File: config.mk
export PLATFORM = sky130hd
export DESIGN_NAME = uart_frame_parser
export DESIGN_NICKNAME = d
export VERILOG_FILES = /design/src/rtl/uart_frame_parser.sv
export SDC_FILE = /design/constraint.sdc
export NUM_CORES = 1
export LEC_CHECK = 0
export ABC_AREA = 1
export ABC_CLOCK_PERIOD_IN_PS = 3570
export CAP_MARGIN = 0
export CORE_UTILIZATION = 45
export DETAILED_ROUTE_END_ITERATION = 7
export GPL_ROUTABILITY_DRIVEN = 0
export PLACE_DENSITY = 0.61
export REMOVE_ABC_BUFFERS = 1
export SLEW_MARGIN = 25
export SYNTH_ARGS = -nofsm -noshare
export SYNTH_HDL_FRONTEND = slang
export SYNTH_SLANG_ARGS = --single-unit
File: constraint.sdc
create_clock -name clk -period 3.57 [get_ports clk]
set_input_delay 0.5355 -clock clk [delete_from_list [all_inputs] [get_ports clk]]
set_output_delay 0.5355 -clock clk [all_outputs]
set_load 0.03 [all_outputs]
File: src/rtl/uart_frame_parser.sv
// Sync/length/checksum framer behind the UART receiver; releases good payloads on a valid/ready stream.
// Optional inter-byte timeout enabled with `define UART_PARSER_TIMEOUT_EN.
module uart_frame_parser #(
  parameter int unsigned MAX_LEN     = 16,
  parameter logic [7:0]  SYNC_BYTE   = 8'hA5,
  parameter int unsigned TIMEOUT_CYC = 20000
) (
  input  logic       clk,
  input  logic       rst,
  input  logic       rx_valid,
  input  logic [7:0] rx_data,
  output logic       out_valid,
  output logic [7:0] out_data,
  output logic       out_last,
  input  logic       out_ready,
  output logic       frame_err,
  output logic [1:0] err_code,
  output logic       drop_pulse
);

  localparam int unsigned PW = $clog2(MAX_LEN + 1);
  localparam int unsigned AW = (MAX_LEN > 1) ? $clog2(MAX_LEN) : 1;

  localparam logic [2:0] S_IDLE    = 3'd0;
  localparam logic [2:0] S_LEN     = 3'd1;
  localparam logic [2:0] S_PAYLOAD = 3'd2;
  localparam logic [2:0] S_CHK     = 3'd3;
  localparam logic [2:0] S_DRAIN   = 3'd4;

  localparam logic [1:0] ERR_LEN = 2'b01;
  localparam logic [1:0] ERR_CHK = 2'b10;

  logic [2:0]    state_q, state_d;
  logic [PW-1:0] len_q, len_d;
  logic [PW-1:0] wr_ptr_q, wr_ptr_d;
  logic [PW-1:0] rd_ptr_q, rd_ptr_d;
  logic [PW-1:0] rd_next;
  logic [7:0]    acc_q, acc_d;
  logic          out_valid_q, out_valid_d;
  logic [7:0]    out_data_q, out_data_d;
  logic          out_last_q, out_last_d;
  logic          frame_err_q, frame_err_d;
  logic [1:0]    err_code_q, err_code_d;
  logic          drop_q, drop_d;
  logic          buf_we;
  logic [7:0]    buf_q [MAX_LEN];

`ifdef UART_PARSER_TIMEOUT_EN
  localparam int unsigned TW = $clog2(TIMEOUT_CYC + 1);
  logic [TW-1:0] tmo_q, tmo_d;
`else
  logic unused_tmo;
  assign unused_tmo = |TIMEOUT_CYC;
`endif

  assign rd_next = rd_ptr_q + PW'(1);

  // Next-state and registered-output logic
  always_comb begin
    state_d     = state_q;
    len_d       = len_q;
    wr_ptr_d    = wr_ptr_q;
    rd_ptr_d    = rd_ptr_q;
    acc_d       = acc_q;
    out_valid_d = out_valid_q;
    out_data_d  = out_data_q;
    out_last_d  = out_last_q;
    frame_err_d = 1'b0;
    err_code_d  = 2'b00;
    drop_d      = 1'b0;
    buf_we      = 1'b0;

    case (state_q)
      S_IDLE: begin
        if (rx_valid && rx_data == SYNC_BYTE) state_d = S_LEN;
      end
      S_LEN: begin
        if (rx_valid) begin
          if (rx_data == 8'd0 || rx_data > 8'(MAX_LEN)) begin
            frame_err_d = 1'b1;
            err_code_d  = ERR_LEN;
            state_d     = S_IDLE;
          end else begin
            len_d    = PW'(rx_data);
            acc_d    = rx_data;
            wr_ptr_d = '0;
            state_d  = S_PAYLOAD;
          end
        end
      end
      S_PAYLOAD: begin
        if (rx_valid) begin
          buf_we   = 1'b1;
          acc_d    = acc_q + rx_data;
          wr_ptr_d = wr_ptr_q + PW'(1);
          if (wr_ptr_q + PW'(1) == len_q) state_d = S_CHK;
        end
      end
      S_CHK: begin
        if (rx_valid) begin
          if (rx_data == acc_q) begin
            rd_ptr_d    = '0;
            out_valid_d = 1'b1;
            out_data_d  = buf_q[AW'(0)];
            out_last_d  = (len_q == PW'(1));
            state_d     = S_DRAIN;
          end else begin
            frame_err_d = 1'b1;
            err_code_d  = ERR_CHK;
            state_d     = S_IDLE;
          end
        end
      end
      S_DRAIN: begin
        if (rx_valid) drop_d = 1'b1;
        if (out_valid_q && out_ready) begin
          if (out_last_q) begin
            out_valid_d = 1'b0;
            out_last_d  = 1'b0;
            out_data_d  = 8'd0;
            state_d     = S_IDLE;
          end else begin
            rd_ptr_d   = rd_next;
            out_data_d = buf_q[AW'(rd_next)];
            out_last_d = (rd_next == len_q - PW'(1));
          end
        end
      end
      default: state_d = S_IDLE;
    endcase

`ifdef UART_PARSER_TIMEOUT_EN
    // Counter runs only while a frame is being collected; a coincident byte beats expiry
    tmo_d = '0;
    if (state_q == S_LEN || state_q == S_PAYLOAD || state_q == S_CHK) begin
      if (rx_valid) begin
        tmo_d = TW'(TIMEOUT_CYC);
      end else if (tmo_q <= TW'(1)) begin
        frame_err_d = 1'b1;
        err_code_d  = 2'b11;
        state_d     = S_IDLE;
      end else begin
        tmo_d = tmo_q - TW'(1);
      end
    end else if (state_q == S_IDLE && rx_valid && rx_data == SYNC_BYTE) begin
      tmo_d = TW'(TIMEOUT_CYC);
    end
`endif
  end

  always_ff @(posedge clk) begin
    if (rst) begin
      state_q     <= S_IDLE;
      len_q       <= '0;
      wr_ptr_q    <= '0;
      rd_ptr_q    <= '0;
      acc_q       <= 8'd0;
      out_valid_q <= 1'b0;
      out_data_q  <= 8'd0;
      out_last_q  <= 1'b0;
      frame_err_q <= 1'b0;
      err_code_q  <= 2'b00;
      drop_q      <= 1'b0;
    end else begin
      state_q     <= state_d;
      len_q       <= len_d;
      wr_ptr_q    <= wr_ptr_d;
      rd_ptr_q    <= rd_ptr_d;
      acc_q       <= acc_d;
      out_valid_q <= out_valid_d;
      out_data_q  <= out_data_d;
      out_last_q  <= out_last_d;
      frame_err_q <= frame_err_d;
      err_code_q  <= err_code_d;
      drop_q      <= drop_d;
    end
  end

`ifdef UART_PARSER_TIMEOUT_EN
  always_ff @(posedge clk) begin
    if (rst) tmo_q <= '0;
    else     tmo_q <= tmo_d;
  end
`endif

  // Payload storage; contents are don't-care after reset
  always_ff @(posedge clk) begin
    if (buf_we) buf_q[AW'(wr_ptr_q)] <= rx_data;
  end

  assign out_valid  = out_valid_q;
  assign out_data   = out_data_q;
  assign out_last   = out_last_q;
  assign frame_err  = frame_err_q;
  assign err_code   = err_code_q;
  assign drop_pulse = drop_q;

endmodule

After elaboration in Yosys (flattened, before gate mapping)
Memory sizes are Yosys's and may differ from the RTL's.
Cells that the tools add are included.
{"block": "op_classes", "n_addsub": 4, "bitwise_logic": 2, "n_lt_le_gt_ge": 1, "mux": 52, "eq_ne": 19, "n_reduce_logical": 14}
{"cell": "$mux 8", "count": 7}
{"cell": "$mux 5", "count": 7}
{"cell": "$pmux 8 s2", "count": 2}
{"cell": "$mux 3", "count": 8}
{"cell": "$ne 2x2->1 const B", "count": 10}
{"cell": "$pmux 5 s2", "count": 2}
{"cell": "$mux 1", "count": 18}
{"cell": "$pmux 3 s5", "count": 1}
{"cell": "$add 5x1->5 const B", "count": 2}
{"cell": "$eq 5x5->1", "count": 2}
{"cell": "$reduce_and 5->1", "count": 2}
{"cell": "$add 8x8->8", "count": 1}
{"cell": "$eq 8x8->1", "count": 1}
{"cell": "$eq 8x8->1 const B", "count": 1}
{"cell": "$gt 8x5->1 const B", "count": 1}
{"cell": "$logic_not 8->1", "count": 1}
{"cell": "$reduce_and 4->1", "count": 2}
{"cell": "$reduce_and 7->1", "count": 1}
{"cell": "$eq 3x2->1 const B", "count": 2}
{"cell": "$mux 2", "count": 3}
{"cell": "$pmux 1 s2", "count": 3}
{"cell": "$eq 5x1->1 const B", "count": 1}
{"cell": "$sub 5x1->5 const B", "count": 1}
{"cell": "$pmux 2 s2", "count": 1}
{"cell": "9 further kinds", "count": 12}
{"block": "word_totals", "mem_count": 1, "out_inout_bits": 14, "in_bits": 12, "reg_bits": 40, "ram_bits": 128, "wordCells": 104}
{"memory": "buf_q", "depth": 16, "word_bits": 8, "rd": 2, "rd_ports_with_merged_regs": 0, "wr": 1, "line_no": "46", "text": "logic [7:0] buf_q [MAX_LEN];"}

Logic depth before layout (Yosys ltp)
Gate-level depths: netlist (run 1).
{"block": "logic_depth", "ltp_word": 5, "ltp_mapped": 12}

Worst setup path after synthesis (run 1)
No wires, ideal clock.
{"block": "synth_timing", "path_type": "input -> register", "from": "input port rx_data[6]", "to": "register rd_ptr_q[0]", "t_arrival_ps": 1775, "setup_time_ps": 115, "setup_slack_ps": 1679, "cell_stages": 11, "t_required_ps": 3455, "n_path_buf": 0, "path_cell_list": "ha_1 > nor2_1 > nand3_1 > nor2_1 > nand3_1 > nand2_1 > nand2_1 > inv_1 > o21ai_2 > o21ai_0 > inv_1"}
{"block": "synth_via", "elab_chain_cells": 3}
{"element": "start, declared", "line_no": "11", "text": "input logic [7:0] rx_data,"}
{"element": "$eq 8x8->1", "line_no": "101", "text": "if (rx_data == acc_q) begin"}
{"element": "$ne 2x2->1 (no line)"}
{"element": "$reduce_and 5->1 (no line)"}
{"element": "end signal, assigned", "line_no": "168", "text": "rd_ptr_q <= rd_ptr_d;"}
{"element": "end, declared", "line_no": "36", "text": "logic [PW-1:0] rd_ptr_q, rd_ptr_d;"}
Every way passes these cells.
A chain may end at the register's enable or synchronous reset.

Final worst setup path (run 1)
{"block": "layout_timing", "from": "input port rx_data[4]", "to": "register acc_q[3]"}
{"block": "layout_via", "elab_chain_cells": 4, "word_cells_on_any_way": 5, "cone_classes": "order compare: 1; eq/ne: 1; reduce/logical: 3"}
{"element": "$gt 8x5->1 or $logic_not 8->1 (tied branches)", "line_no": "79", "text": "if (rx_data == 8'd0 || rx_data > 8'(MAX_LEN)) begin"}
{"element": "$logic_or 1x1->1 (*)", "line_no": "79"}
{"element": "$ne 2x2->1 (no line) (*)"}
{"element": "$reduce_and 4->1 (no line) (*)"}
{"element": "end signal, assigned", "line_no": "157", "text": "acc_q <= 8'd0;"}
{"element": "end signal, assigned", "line_no": "169", "text": "acc_q <= acc_d;"}
{"element": "end, declared", "line_no": "38", "text": "logic [7:0] acc_q, acc_d;"}
Mark *: on every way between the ends. The rest lies on a longest branch, timed or not.

==> flow_metrics.env, run 1 <==
export IMPL_first_iter_violations=511
export IMPL_slew_headroom_pct=50.2
export IMPL_status="completed"
export IMPL_ys_flop_type="edfxtp_1"
export IMPL_leakage_nw=3.12
export IMPL_period_share_pct=73.6
export IMPL_finalMaxSlewViolations=0
export IMPL_worstMarginPinSlew_ns=0.746
export IMPL_arrival_ns=2.94
export IMPL_seq_area_um2=4650
export IMPL_synth_seq_cells=168
export IMPL_drt_wl_total_um=19000
export IMPL_cp_cell_sequence="clkdlybuf4s50_1, buf_4, inv_1, nand4_1, nand3_1, nor2_1, nand2_1, nand2_1, inv_2, nor2_1, nor2_1"
export IMPL_ys_async_sr_fraction_pct=0
export IMPL_dieArea_um2=17300
export IMPL_area_growth_pct=15.1
export IMPL_syn_inst=761
export IMPL_cpMaxStageDelayCell="clkdlybuf4s50_1"
export IMPL_grt_max_degree=68
export IMPL_dr_pass1_iters=5
export IMPL_overflow=0
export IMPL_power_density_nw_per_um2=586
export IMPL_drive_gt1_share_pct=7.87
export IMPL_final_cell_mix="nor2_1, edfxtp_1, nand2_1, o21ai_0, nand3_1"
export IMPL_min_delay_path_class="reg2reg"
export IMPL_r2r_cells=5
export IMPL_ys_seq_area_share_pct=61.5
export IMPL_synth_simple_area_share_pct=16.8
export IMPL_synth_compound_area_share_pct=12.9
export IMPL_ys_warn_count=0
export IMPL_ios=26
export IMPL_ir_drop_uv=345
export IMPL_yosys_top_cells_area="edfxtp_1, dfxtp_1, nor2_1, o21ai_0, nand2_1"
export IMPL_syn_cell_area_um2=7550
export IMPL_crit_path_max_fanout=20
export IMPL_cts_hold_buf=0
export IMPL_num_rows=46
export IMPL_antenna_found_initial=0
export IMPL_r2r_slack_ns=1.21
export IMPL_wl_per_cell_um=18.5
export IMPL_cts_tree="done"
export IMPL_finish_net_count=828
export IMPL_diodes=0
export IMPL_cts_max_level=4
export IMPL_crit_type="in2reg"
export IMPL_hpwl_um=12300
export IMPL_vias=5756
export IMPL_synth_mux_area_share_pct=0
export IMPL_clockRootBuffer="clkbuf_16"
export IMPL_min_from="rd_ptr_q[4]"
export IMPL_clock_fmax_ghz=0.381
export IMPL_cts_buffer_depth=2
export IMPL_clock_sinks=168
export IMPL_synth_xor_area_share_pct=1.62
export IMPL_hold_ws_ns=0.477
export IMPL_whs_path_depth=2
export IMPL_reg2reg_from="state_q[2]"
export IMPL_synth_edf_count=128
export IMPL_finalHoldViolCount=0
export IMPL_synth_adder_area_share_pct=2.59
export IMPL_avgSynthCellArea_um2=9.92
export IMPL_clk_transition_reported_paths_ns=0.06
export IMPL_fin_worst_skew_ns=0.0106
export IMPL_r2r_end="buf_q[9][6]"
export IMPL_post_cts_resized=0
export IMPL_period_minus_slack_ns=2.63
export IMPL_worst_setup_path_end_kind="flop"
export IMPL_cts_setup_buffers=0
export IMPL_fp_dieH_um=132
export IMPL_design_core_area_um2=16100
export IMPL_cap_viol_max_count=0
export IMPL_drtAntennaViolNets=0
export IMPL_required_ns=3.88
export IMPL_grt_setup_unrepaired="no"
export IMPL_drc=0
export IMPL_n_fill_cell=1457
export IMPL_multi_input_area_um2=2560
export IMPL_clock_latency_ns=0.43
export IMPL_grt_pass1_vias=5493
export IMPL_max_stage_delay_ns=0.54
export IMPL_portBuffers=25
export IMPL_vias_per_cell=5.59
export IMPL_grt_usage_pct=22.9
export IMPL_crit_path_start_kind="primary input"
export IMPL_setup_tns_final_ns=0
export IMPL_initial_core_util_pct=46.8
export IMPL_final_common_cell="nor2_1"
export IMPL_whs_endpoint="rd_ptr_q[4]"
export IMPL_setup_viol=0
export IMPL_synth_top_family_by_area="simple AND/OR/NAND/NOR gates"
export IMPL_ys_types=34
export IMPL_dieWidth_um=132
export IMPL_crit_family="simple AND/OR/NAND/NOR gates"
export IMPL_path_buf_inv=4
export IMPL_numCtsBuffers=17
export IMPL_synth_top_cell_by_area="edfxtp_1"
export IMPL_grt_pass1_wl_um=30100
export IMPL_cpMostUsedCell="nor2_1"
export IMPL_synth_top_area_share_pct=50.9
[worst min-delay path, stage by stage, from the launching register on]
cell	delay, ns
dfxtp_1	0.32
nand2_1	0.06
a21oi_1	0.05
[how the worst max path moves through the flow]
stage	from	endpoint	slack (ns)	depth (start not counted)
after floorplan	rd_ptr_q[0]	out_data[4]	0.41	7
after global placement	rx_data[5]	rd_ptr_q[0]	0.57	13
after detailed placement	rx_data[4]	acc_q[3]	0.58	11
after CTS	rx_data[4]	acc_q[3]	1.03	11
after global routing	rx_data[0]	wr_ptr_q[2]	0.74	12
final	rx_data[4]	acc_q[3]	0.94	11
[sequential cells by signal, summed over array words and instances, names as in the netlist]
register and count:
frame_err 1, err_code 2, buf_q 128, len_q 5, drop_pulse 1, out_last 1
out_valid 1, wr_ptr_q 5, state_q 3, rd_ptr_q 5, acc_q 8, out_data 8
[cells by family (layout without fill, tap and decap cells)]
kind of cell    count (synthesis)  after routing
compound gates                176            176
fa+ha+maj                      15             15
buf+inv                        83            135
flops                         168            168
xor+xnor                       11             11
simple gates                  308            308
[metal layers]
metal / track usage (%) / vias up / wire length [um]
met4: 9.30 / 0 / 476
met3: 3.97 / 39 / 1060
met5: 0 / - / 0
met2: 37.2 / 188 / 9360
met1: 30.3 / 2796 / 8120
li1: - / 2733 / -
[Yosys cell counts (3+ instances only)]
master    count
a21oi_1      42
buf_1         5
buf_2        12
buf_4         3
clkbuf_1     12
dfxtp_1      40
edfxtp_1    128
ha_1         14
inv_1        47
inv_2         3
nand2_1      97
nand3_1      48
nand4_1       9
nor2_1      142
nor3_1        5
o211ai_1     32
o21ai_0      96
xnor2_1       5
xor2_1        4
[area by class of cell]
class	count	area share (%)
flip-flops and latches	168	53.4
multi-input cells	510	29.5
clock buffers	22	5.11
well taps	216	3.11
clock inverters	9	1.17
repair buffers	54	5.53
inverters	50	2.16
[power breakdown]
part           switching [mW]  internal [mW]
registers              0.0580           2.17
logic                   0.744          0.363
clock network           0.730           1.02
total                    1.53           3.56
[metrics by stage]
step | cell area [um2] | setup WS (ns) | power (mW) | utilization [%] | std cells
floorplan | 7390 | 0.415 | 2.98 | - | 728
global placement | 8150 | 0.574 | 3.35 | 50.6 | 998
global route | 8690 | 0.740 | 5.32 | 53.9 | 1029
CTS | 8690 | 1.03 | 5.10 | 53.9 | 1029
finish | 8690 | 0.942 | 5.09 | 53.9 | 1029
detailed placement | 8150 | 0.580 | 3.37 | 50.6 | 998
(Power assumes the default switching activity.)
==> inputs of run 2 (changes only) <==
--- a/config.mk
+++ b/config.mk
@@ -6,12 +6,12 @@
 export NUM_CORES = 1
 export LEC_CHECK = 0
 export ABC_AREA = 1
-export ABC_CLOCK_PERIOD_IN_PS = 3570
+export ABC_CLOCK_PERIOD_IN_PS = 2300
 export CAP_MARGIN = 0
 export CORE_UTILIZATION = 45
 export DETAILED_ROUTE_END_ITERATION = 7
 export GPL_ROUTABILITY_DRIVEN = 0
-export PLACE_DENSITY = 0.61
+export PLACE_DENSITY = 0.63
 export REMOVE_ABC_BUFFERS = 1
 export SLEW_MARGIN = 25
 export SYNTH_ARGS = -nofsm -noshare
==> constraint.sdc (replaced) <==
create_clock -name clk -period 2.3 [get_ports clk]
set_input_delay 0.345 -clock clk [delete_from_list [all_inputs] [get_ports clk]]
set_output_delay 0.345 -clock clk [all_outputs]
set_load 0.03 [all_outputs]
==> run 2 against run 1 <==
Compared with the run above:
- register-to-register slack lost 0.90 ns
- core utilization up 1.2 points
- sequential power increased by 55%
- hold slack improved by 0.0068 ns
- global-route usage fell by 0.45 points
- clock skew decreased by 0.0029 ns
- cell area rose by 2.2%
- worst setup slack got worse by 0.70 ns
- sequential share of layout area decreased by 1.1 points
- sequential cell count is the same
- critical endpoint is now out_data[6]
==> flow_metrics.env, run 2 (synthesized netlist as in run 1, its figures left out) <==
export IMPL_clock_sinks=168
export IMPL_setup_viol=0
export IMPL_max_stage_delay_ns=0.43
export IMPL_fin_cells=1049
export IMPL_wl_met2_um=9400
export IMPL_ios=26
export IMPL_cts_max_level=4
export IMPL_grt_usage_pct=22.4
export IMPL_wl_per_cell_um=17.9
export IMPL_fp_dieH_um=132
export IMPL_seq_area_um2=4650
export IMPL_p_comb_share_pct=22.6
export IMPL_diodes=0
export IMPL_cpMaxStageDelayCell="clkdlybuf4s50_1"
export IMPL_max_flop_register="buf_q"
export IMPL_design_core_area_um2=16100
export IMPL_whs_path_depth=2
export IMPL_hold_ws_ns=0.484
export IMPL_final_common_cell="nor2_1"
export IMPL_setup_tns_final_ns=0
export IMPL_grt_max_degree=68
export IMPL_period_minus_slack_ns=2.06
export IMPL_dieWidth_um=132
export IMPL_crit_path_start_kind="primary input"
export IMPL_period_share_pct=89.6
export IMPL_p_clk_share_pct=34.3
export IMPL_min_delay_path_class="reg2reg"
export IMPL_switchingPower_mw=2.41
export IMPL_path_buf_inv=3
export IMPL_final_cell_mix="nor2_1, edfxtp_1, nand2_1, o21ai_0, nand3_1"
export IMPL_crit_family="simple AND/OR/NAND/NOR gates"
export IMPL_drive_gt1_share_pct=10.9
export IMPL_num_rows=46
export IMPL_vias_per_cell=5.54
export IMPL_numCtsBuffers=17
export IMPL_drtAntennaViolNets=0
export IMPL_grt_setup_unrepaired="no"
export IMPL_cts_buffer_depth=2
export IMPL_dieArea_um2=17300
export IMPL_largest_reg_flops=128
export IMPL_status="completed"
export IMPL_leakage_nw=3.23
export IMPL_clock_latency_ns=0.43
export IMPL_finish_net_count=847
export IMPL_n_fill_cell=1424
export IMPL_cp_cell_sequence="clkdlybuf4s50_1, ha_1, nor2_1, nand3_1, nor2_1, nand3_1, nand2_1, nand2_1, inv_1, buf_4, o21ai_0, a21oi_1"
export IMPL_wirelength_met1_um=7970
export IMPL_finalMaxSlewViolations=0
export IMPL_cts_tree="done"
export IMPL_worstSetupStartpoint="rx_data[6]"
export IMPL_swShare_pct=30.0
export IMPL_p_int_mw=5.61
export IMPL_slew_headroom_pct=51.7
export IMPL_crit_path_max_fanout=6
export IMPL_pwr_share_seq_pct=43.1
export IMPL_cts_setup_buffers=0
export IMPL_grt_pass1_wl_um=29600
export IMPL_reg2reg_from="acc_q[6]"
export IMPL_overflow=0
export IMPL_min_from="acc_q[7]"
export IMPL_multi_input_area_um2=2560
export IMPL_hpwl_um=12300
export IMPL_grt_pass1_vias=5705
export IMPL_cts_hold_buf=0
export IMPL_power_density_nw_per_um2=903
export IMPL_required_ns=2.65
export IMPL_clock_fmax_ghz=0.485
export IMPL_worstSetupPathDepth=12
export IMPL_worst_setup_path_end_kind="flop"
export IMPL_worstMarginPinSlew_ns=0.724
export IMPL_dp_cells=1017
export IMPL_vias=5807
export IMPL_r2r_cells=11
export IMPL_highest_layer="met4"
export IMPL_drc=0
export IMPL_post_cts_resized=0
export IMPL_dr_wl_met3_um=862
export IMPL_first_iter_violations=448
export IMPL_initial_core_util_pct=46.8
export IMPL_clockRootBuffer="clkbuf_16"
export IMPL_dr_pass1_iters=5
export IMPL_cap_viol_max_count=0
export IMPL_portBuffers=25
export IMPL_antenna_found_initial=0
export IMPL_area_growth_pct=17.6
export IMPL_arrival_ns=2.41
export IMPL_finalHoldViolCount=0
export IMPL_crit_type="in2reg"
export IMPL_fin_worst_skew_ns=0.00768
export IMPL_drt_wl_total_um=18800
export IMPL_clk_transition_reported_paths_ns=0.06
export IMPL_ir_drop_uv=585
==> run 2: cell count changes in the layout (fill, tap and decap cells not counted) <==
cell        before  now
buf_4           28   46
bufinv_16        2    1
clkinvlp_4       1    5
clkinv_4         1    2
buf_12           1    2
clkinv_1         4    0
clkbuf_8         0    4
inv_1           46   47
inv_6            1    0
clkbuf_1         5    1
clkinv_2         1    2
==> run 2: cell type report <==
cell class                 count  share of cell area [%]
multi-input combinational    510                    28.9
sequential                   168                    52.3
clock inverter                10                    1.07
timing repair buffer          73                    7.16
clock buffer                  22                    5.45
inverter                      50                    2.11
tap                          216                    3.04
==> run 2: power groups by stage <==
stage | Clock (mW) | Combinational [mW] | Sequential [mW]
final | 2.75 | 1.81 | 3.46
after global routing | 2.89 | 2.02 | 3.47
after CTS | 2.77 | 1.81 | 3.46
after detailed placement | 0 | 1.80 | 3.52
after global placement | 0 | 1.74 | 3.52
after floorplan | 0 | 0.983 | 3.64
==> run 2: routing by layer <==
metal	global-route usage, %	vias to the layer above
li1	-	2771
met3	4.13	43
met1	26.9	2794
met4	11.9	0
met5	0	-
met2	38.2	199
==> run 2: worst reg2reg max path, delay by kind of cell, from the launching register on <==
kind	cells	cell delay, ns
AND/OR/NAND/NOR	6	0.76
AO/OA/AOI/OAI	2	0.25
adder cells (fa/ha/maj)	1	0.29
flip-flops	1	0.31
buffers and inverters	2	0.31
==> run 2: metrics by stage <==
stage | power (mW) | setup slack (ns) | area [um2] | util [%]
floorplan | 4.62 | -0.855 | 7390 | -
global placement | 5.26 | -0.120 | 8300 | 51.5
detailed placement | 5.32 | -0.166 | 8300 | 51.5
CTS | 8.04 | 0.274 | 8880 | 55.1
global route | 8.38 | 0.0576 | 8880 | 55.1
finish | 8.02 | 0.240 | 8880 | 55.1
==> run 2: worst paths after layout <==
kind | to | slack, ns
setup / recovery | out_data[6] | 0.24
hold / removal | acc_q[7] | 0.48
setup reg to reg | out_data[6] | 0.31
hold reg to reg | acc_q[7] | 0.48
==> inputs of run 3 (changes only) <==
--- a/config.mk
+++ b/config.mk
@@ -13,7 +13,7 @@
 export GPL_ROUTABILITY_DRIVEN = 0
 export PLACE_DENSITY = 0.63
 export REMOVE_ABC_BUFFERS = 1
-export SLEW_MARGIN = 25
+export SLEW_MARGIN = 0
 export SYNTH_ARGS = -nofsm -noshare
 export SYNTH_HDL_FRONTEND = slang
 export SYNTH_SLANG_ARGS = --single-unit
==> results of run 3 <==
The final DEF is identical to that of run 2; final timing and power are the same.
